### src/rtl/alu_ctrl_md.sv
// ALU control decoder with an extended op set, plus a sequencer for multi-cycle
// multiply/divide: launch pulse, busy tracking, HI/LO write strobe and decode stall.
module alu_ctrl_md #(
  parameter int CTRL_W     = 4,
  parameter int MUL_CYCLES = 4,
  parameter int DIV_CYCLES = 32
) (
  input  logic              clk,
  input  logic              rst_n,
  input  logic              valid_i,
  input  logic [2:0]        aluop_i,
  input  logic [5:0]        funct_i,
  output logic [CTRL_W-1:0] alu_ctrl_o,
  output logic              illegal_o,
  output logic              md_start_o,
  output logic [1:0]        md_op_o,
  output logic              md_busy_o,
  output logic              hilo_we_o,
  output logic [1:0]        hilo_rd_o,
  output logic              stall_o
);

  localparam int MAX_N = (MUL_CYCLES > DIV_CYCLES) ? MUL_CYCLES : DIV_CYCLES;
  localparam int CNT_W = $clog2(MAX_N + 1);

  localparam logic [3:0] C_ADD = 4'h0, C_SUB = 4'h1, C_AND = 4'h2, C_OR  = 4'h3,
                         C_XOR = 4'h4, C_SLT = 4'h5, C_NOR = 4'h6, C_SLTU = 4'h7,
                         C_SLL = 4'h8, C_SRL = 4'h9, C_SRA = 4'hA, C_LUI = 4'hB;

  typedef enum logic {S_IDLE, S_BUSY} state_t;

  state_t           state_q, state_d;
  logic [CTRL_W-1:0] unused_w;
  logic [CNT_W-1:0] cnt_q, cnt_d;
  logic [1:0]       op_q, op_d;
  logic             start_q, start_d;
  logic [3:0]       code4;
  logic             invalid;
  logic             is_r, is_md, is_mfhi, is_mflo, accept;

  assign unused_w = '0;

  always_comb begin
    code4   = C_ADD;
    invalid = 1'b0;
    case (aluop_i)
      3'b000: code4 = C_ADD;
      3'b001: code4 = C_SUB;
      3'b011: code4 = C_AND;
      3'b100: code4 = C_OR;
      3'b101: code4 = C_SLT;
      3'b110: code4 = C_LUI;
      3'b010: begin
        case (funct_i)
          6'b100000, 6'b100001: code4 = C_ADD;
          6'b100010, 6'b100011: code4 = C_SUB;
          6'b100100: code4 = C_AND;
          6'b100101: code4 = C_OR;
          6'b100110: code4 = C_XOR;
          6'b100111: code4 = C_NOR;
          6'b101010: code4 = C_SLT;
          6'b101011: code4 = C_SLTU;
          6'b000000: code4 = C_SLL;
          6'b000010: code4 = C_SRL;
          6'b000011: code4 = C_SRA;
          // mul/div and HI/LO moves pass through the ALU as a harmless add
          6'b011000, 6'b011001, 6'b011010, 6'b011011,
          6'b010000, 6'b010010: code4 = C_ADD;
          default: invalid = 1'b1;
        endcase
      end
      default: invalid = 1'b1;
    endcase
  end

  assign alu_ctrl_o = invalid ? {CTRL_W{1'b1}} : (unused_w | CTRL_W'(code4));
  assign illegal_o  = valid_i & invalid;

  assign is_r    = (aluop_i == 3'b010);
  assign is_md   = is_r & (funct_i[5:2] == 4'b0110);
  assign is_mfhi = is_r & (funct_i == 6'b010000);
  assign is_mflo = is_r & (funct_i == 6'b010010);

  assign hilo_rd_o  = valid_i ? {is_mflo, is_mfhi} : 2'b00;
  assign md_busy_o  = (state_q == S_BUSY);
  assign stall_o    = valid_i & md_busy_o & (is_md | is_mfhi | is_mflo);
  assign accept     = valid_i & is_md & ~stall_o;
  assign hilo_we_o  = md_busy_o & (cnt_q == CNT_W'(1));
  assign md_start_o = start_q;
  assign md_op_o    = op_q;

  always_comb begin
    state_d = state_q;
    cnt_d   = cnt_q;
    op_d    = op_q;
    start_d = 1'b0;
    case (state_q)
      S_IDLE: begin
        if (accept) begin
          state_d = S_BUSY;
          cnt_d   = funct_i[1] ? CNT_W'(DIV_CYCLES) : CNT_W'(MUL_CYCLES);
          op_d    = funct_i[1:0];
          start_d = 1'b1;
        end
      end
      S_BUSY: begin
        // cnt_q counts remaining busy cycles including the current one
        cnt_d = cnt_q - CNT_W'(1);
        if (cnt_q == CNT_W'(1)) state_d = S_IDLE;
      end
      default: state_d = S_IDLE;
    endcase
  end

  always_ff @(posedge clk or negedge rst_n) begin
    if (!rst_n) begin
      state_q <= S_IDLE;
      cnt_q   <= '0;
      op_q    <= 2'b00;
      start_q <= 1'b0;
    end else begin
      state_q <= state_d;
      cnt_q   <= cnt_d;
      op_q    <= op_d;
      start_q <= start_d;
    end
  end

endmodule
### config.mk
export PLATFORM = sky130hd
export DESIGN_NAME = alu_ctrl_md
export DESIGN_NICKNAME = d
export VERILOG_FILES = /design/src/rtl/alu_ctrl_md.sv
export SDC_FILE = /design/constraint.sdc
export NUM_CORES = 1
export LEC_CHECK = 0
export CORE_MARGIN = 2
export CORE_UTILIZATION = 48
export DETAILED_ROUTE_END_ITERATION = 10
export GPL_TIMING_DRIVEN = 0
export PLACE_DENSITY_LB_ADDON = 0.2
export SLEW_MARGIN = 20
export SYNTH_ARGS = -nofsm -noshare
export SYNTH_HDL_FRONTEND = slang
export SYNTH_SLANG_ARGS = --single-unit
### constraint.sdc
create_clock -name clk -period 2.6 [get_ports clk]
set_input_delay 0.39 -clock clk [delete_from_list [all_inputs] [get_ports clk]]
set_output_delay 0.39 -clock clk [all_outputs]
set_load 0.05 [all_outputs]
Word level (Yosys, flattened, before mapping). Index checks and enable logic that the tools add are counted.

Flip-flop bits (word level): 10. Input bits: 12. Word-level logic and storage cells: 64.

$add $sub $neg: 1. Eq/ne operators: 27. Multiplexer cells: 13. Bitwise operators: 13. Reduce and logical (&&, ||, !) cells: 6.

Operator list (count): $eq A6 B6 Y1 const B (10); $pmux W4 S10 (1); $eq A6 B5 Y1 const B (6); $pmux W4 S6 (1); $reduce_or A19 Y1 (1); $eq A6 B2 Y1 const B (2); $mux W6 (2); $pmux W6 S2 (1); $and A1 B1 Y1 (9); $eq A3 B3 Y1 const B (3); $eq A3 B2 Y1 const B (2); $eq A6 B1 Y1 const B (1); $logic_not A6 Y1 (1); $reduce_or A6 Y1 (1); $sub A6 B1 Y6 const B (1); $eq A4 B3 Y1 const B (1); $mux W1 (4); $mux W4 (1); $pmux W1 S2 (2); $eq A3 B1 Y1 const B (1); $logic_not A3 Y1 (1); $mux W2 (1); $ne A2 B2 Y1 const B (1); $not A1 Y1 (2); 3 further kinds (4).

Longest topological paths before layout.
Depth in word-level cells: 9. Gate-level depth with buffers: 7. Depth with buffers taken out: 5.

Least setup slack after synthesis. OpenSTA, ideal clock, no wires.

Kind: input to output. From: input funct_i[3]. To: output alu_ctrl_o[3]. Arrival: 2.636 ns. Data required time: 2.210 ns. Slack: -0.426 ns. Stages: 5. Path buffers: 1. Cell sequence: clkbuf_1 -> inv_1 -> o21ai_0 -> o22ai_1 -> o41ai_1.

Word-level cells in the longest chain between the ends: 5. Elaborated cells on any way between the ends: 26. Those cells by class: eq/ne (18); mux (5); reduce/logical (3).

RTL lines: start, declared (RTL line 12) `input logic [5:0] funct_i,`; $eq A6 B6 Y1 (tied with other cells) (RTL line 54) `case (funct_i)`; $reduce_or A2 Y1 or $reduce_or A19 Y1 (tied branches); $pmux W4 S10 or $mux W1 (tied branches) (RTL line 54); $pmux W4 S6 or $pmux W1 S2 (tied branches) (RTL line 46) `case (aluop_i)`; $mux W4 * (RTL line 76) `assign alu_ctrl_o = invalid ? {CTRL_W{1'b1}} : (unused_w | CTRL_W'(code4));`; end, declared (RTL line 13) `output logic [CTRL_W-1:0] alu_ctrl_o,`.

Every way passes the cells marked *; elsewhere a longest branch is shown, timed or not.

Worst setup path after layout.
From: input funct_i[0]. To: output alu_ctrl_o[1].

Same word-level chain as after synthesis.

==> metrics.md <==
| Metric | Value |
|---|---|
| Gr usage total | `approximately a fifth` |
| Complex-gate fraction of the synthesized area | `a little under a quarter` |
| CTS Sinks | `10` |
| Root Driver | `clkbuf_4` |
| Area of the mapped netlist | `about 780 um2` |
| Gr ovfl total | `0` |
| CP Launch Point | `funct_i[0]` |
| Post-Synth XOR/XNOR Area | `0%` |
| Crit Path Max Fanout | `8` |
| # fillers | `approximately 140` |
| H-Tree Level Count | `1` |
| Layout cells sized above 1 | `a little under a fifth` |
| Post-CTS Setup Bufs | `0` |
| Initial DRC Count | `18` |
| Vias in the first global route | `approximately 700` |
| CP endpoint | `alu_ctrl_o[1]` |
| Post-synth EDFFs | `0` |
| Reg2reg path depth | `4` |
| Total negative slack | `0 ps` |
| Max VDD drop | `about 490 uV` |
| Final net count | `around 140` |
| Pin count of the biggest net entering global routing | `11` |
| Cell Pwr Density | `around 600 nW/um2` |
| Worst-path clk slew | `70 ps` |
| Critical path required time | `~2200 ps` |
| Synth Net Count | `110` |
| Max Slew Vio Count | `0` |
| Async set-reset flop share out of synthesis | `100%` |
| Syn_area_per_cell | `approximately 8.2 um2` |
| Total number of vias | `778` |
| Main flop type after synthesis | `dfrtp_1` |
| Die Wd | `approximately 44 um` |
| Final GP Congestion | `between 0.8 and 0.9` |
| Period utilization | `96.0%` |
| Final Hold Viols | `0` |
| CP Launch Type | `input port` |
| Crit Path Class | `in -> out` |
| Worst-margin pin slew | `between 400 and 500 ps` |
| CTS buffer count | `3` |
| Post-DR vias/cell | `5.68` |
| WL per Instance | `~13 um` |
| Port Buffer Count | `21` |
| Synthesized flop and latch total | `10` |
| Hold Path Class | `in -> async` |
| Die area | `~2000 um2` |
| DRT Pass-1 Iters | `4` |
| R2R Path End | `cnt_q[4]$_DFFE_PN0P_` |
| Mux contribution to synthesized area | `roughly 1.4%` |
| Post-synthesis simple-gate area fraction | `a little under a third` |
| Antenna violations before repair | `0` |
| HPWL after detailed placement | `1340 um` |
| Yosys warns | `0` |
| Worst Setup End Kind | `primary output` |
| Seq/Total Area, Yosys | `31.9%` |
| Post-synth cell types | `37` |
| Top-area cell type share of the netlist area | `between 30% and 40%` |
| Adder-cell share of the synthesized area | `around 4.5%` |
| First-pass GRT wire length | `between 2000 and 3000 um` |
| CTS tree | `done` |
| Post-Syn Instances | `between 90 and 100` |
| Diode count | `0` |
| Total Power | `roughly 0.62 mW` |
| Worst-skew pair later-pin latency | `270 ps` |
| Critical path, cell by cell | `clkdlybuf4s50_1 -> nand2b_1 -> maj3_1 -> nor2_1 -> o22ai_1 -> dlygate4sd2_1` |
| Status | `complete, no violations` |
| I/O pin count | `25` |
| Reg2reg setup slack | `1220 ps` |
| Max-Cap Viols | `0` |
| Clock Path Buffers | `2` |
| Setup violators final | `0` |
| Register area | `250 um2` |
| Crit path DAT | `2110 ps` |
| Worst slew margin | `about two thirds` |
| Area leader, netlist | `dfrtp_1` |
| Initial Utilization | `between 50% and 60%` |
| CP peak stage delay | `between 500 and 600 ps` |
| Remaining DRCs | `0` |
| Achievable Freq | `~400 MHz` |
| Reg2reg start | `md_busy_o$_DFF_PN0_` |
| Area of the multi-input gates | `about 490 um2` |
| Routed Wire Length | `about 1700 um` |
| Post-route ant nets | `0` |
| LEAKAGE | `0.475 nW` |
| Synth top area cells | `dfrtp_1 (32%), nand2_1 (4.8%), nor2_1 (4.3%)` |
| Row cnt | `14` |
| Floorplan core area | `about 1500 um2` |
| Largest family of logic cells by synthesized area | `simple AND/OR/NAND/NOR gates` |
| Layout Area Growth over Synthesis | `33.3%` |
| Clock Skew | `around 3.3 ps` |
| Die H | `between 40 and 50 um` |
| RSZ-0062 raised after global routing | `false` |
| Minimum clock period | `2500 ps` |
| Slowest cell on the critical path | `clkdlybuf4s50_1` |
-- synthesized netlist by cell type (2+ instances only) --
| cell | instances |
|---|---|
| buf_6 | 2 |
| a21oi_1 | 4 |
| nand3_1 | 6 |
| nor2b_1 | 2 |
| nor2_1 | 9 |
| nand2b_1 | 5 |
| nand2_1 | 10 |
| ha_1 | 2 |
| dfrtp_1 | 10 |
| inv_1 | 8 |
| and3_1 | 3 |
| o22ai_1 | 3 |
| a31o_1 | 2 |
| o21ai_0 | 5 |
| o41ai_1 | 2 |
| o22ai_2 | 2 |
-- cell type report --
cell class              instances  share of cell area, %
plain buffers                   5                   3.59
inverters                       8                   2.87
clock buffers                   4                   3.47
multi-input cells              73                   46.8
well taps                      16                   1.91
repair buffers                 21                   17.5
flip-flops and latches         10                   23.9
-- kinds of logic after synthesis --
family / count (synthesis)
muxes: 1
buffers and inverters: 13
adders and majority gates: 3
and+or+nand+nor: 44
DFF: 10
AOI/OAI and AO/OA: 25
-- power breakdown --
group          leakage [nW]  switching, mW  internal, mW
clock                0.0210         0.0540        0.0851
combinational         0.330          0.126         0.101
sequential            0.124         0.0514         0.205
total                 0.475          0.231         0.391
-- registers in the layout, indices dropped and copies added, names as in the netlist --
name	flops
cnt_q	6
md_busy_o	1
md_op_o	2
md_start_o	1
-- per-stage QoR --
stage	instances	setup WS [ps]	area, um2	hold slack (ps)	utilization (%)
2_1_floorplan	96	214	800	94.4	-
3_3_place_gp	133	-570	1030	458	67.6
3_5_place_dp	133	-576	1030	468	67.6
4_1_cts	137	7.57	1060	441	69.6
5_1_grt	137	31.0	1050	478	68.6
6_report	137	103	1050	428	68.6
-- worst max-delay path, delay by kind of cell --
kind	cells	cell delay (ps)
AOI/OAI and AO/OA	1	90
adders and majority gates	1	350
buffers and inverters	2	960
and+or+nand+nor	2	310
-- layout by cell type (no fill, tap or decap), drive strengths merged, types with 2 or more instances in the layout --
master | netlist | final
nor2b | 2 | 2
a21oi | 4 | 4
clkdlybuf4s50 | 0 | 12
clkbuf | 2 | 9
buf | 3 | 6
a31o | 2 | 2
nand2b | 5 | 5
nor2 | 9 | 9
dfrtp | 10 | 10
and3 | 3 | 3
ha | 2 | 2
nand3 | 6 | 6
inv | 8 | 8
o41ai | 2 | 2
o21ai | 5 | 5
o22ai | 5 | 5
nand2 | 10 | 10
dlygate4sd2 | 0 | 2
-- how the worst min path moves through the flow --
stage	to
floorplan	cnt_q[0]$_DFFE_PN0P_
global placement	md_op_o[0]$_DFFE_PN0P_
detailed placement	md_op_o[0]$_DFFE_PN0P_
CTS	cnt_q[5]$_DFFE_PN0P_
global route	cnt_q[5]$_DFFE_PN0P_
finish	cnt_q[5]$_DFFE_PN0P_
-- per-layer routing --
| layer | vias to the layer above | GRT usage (%) | share of wire, % |
|---|---|---|---|
| li1 | 399 | - | - |
| met4 | 0 | 5.45 | 0.86 |
| met1 | 359 | 27.0 | 44 |
| met5 | - | 0 | 0 |
| met2 | 18 | 32.6 | 50 |
| met3 | 2 | 2.86 | 4.4 |
-- what timing repair did --
item | 4_1_cts | 5_1_grt
setup endpoints to repair | 8 | 7
cloned | 0 | 0
endpoints found under the hold margin | 0 | 0
hold buffers | 0 | 0
resized for setup | 20 | 13
(Power assumes the default switching activity.)
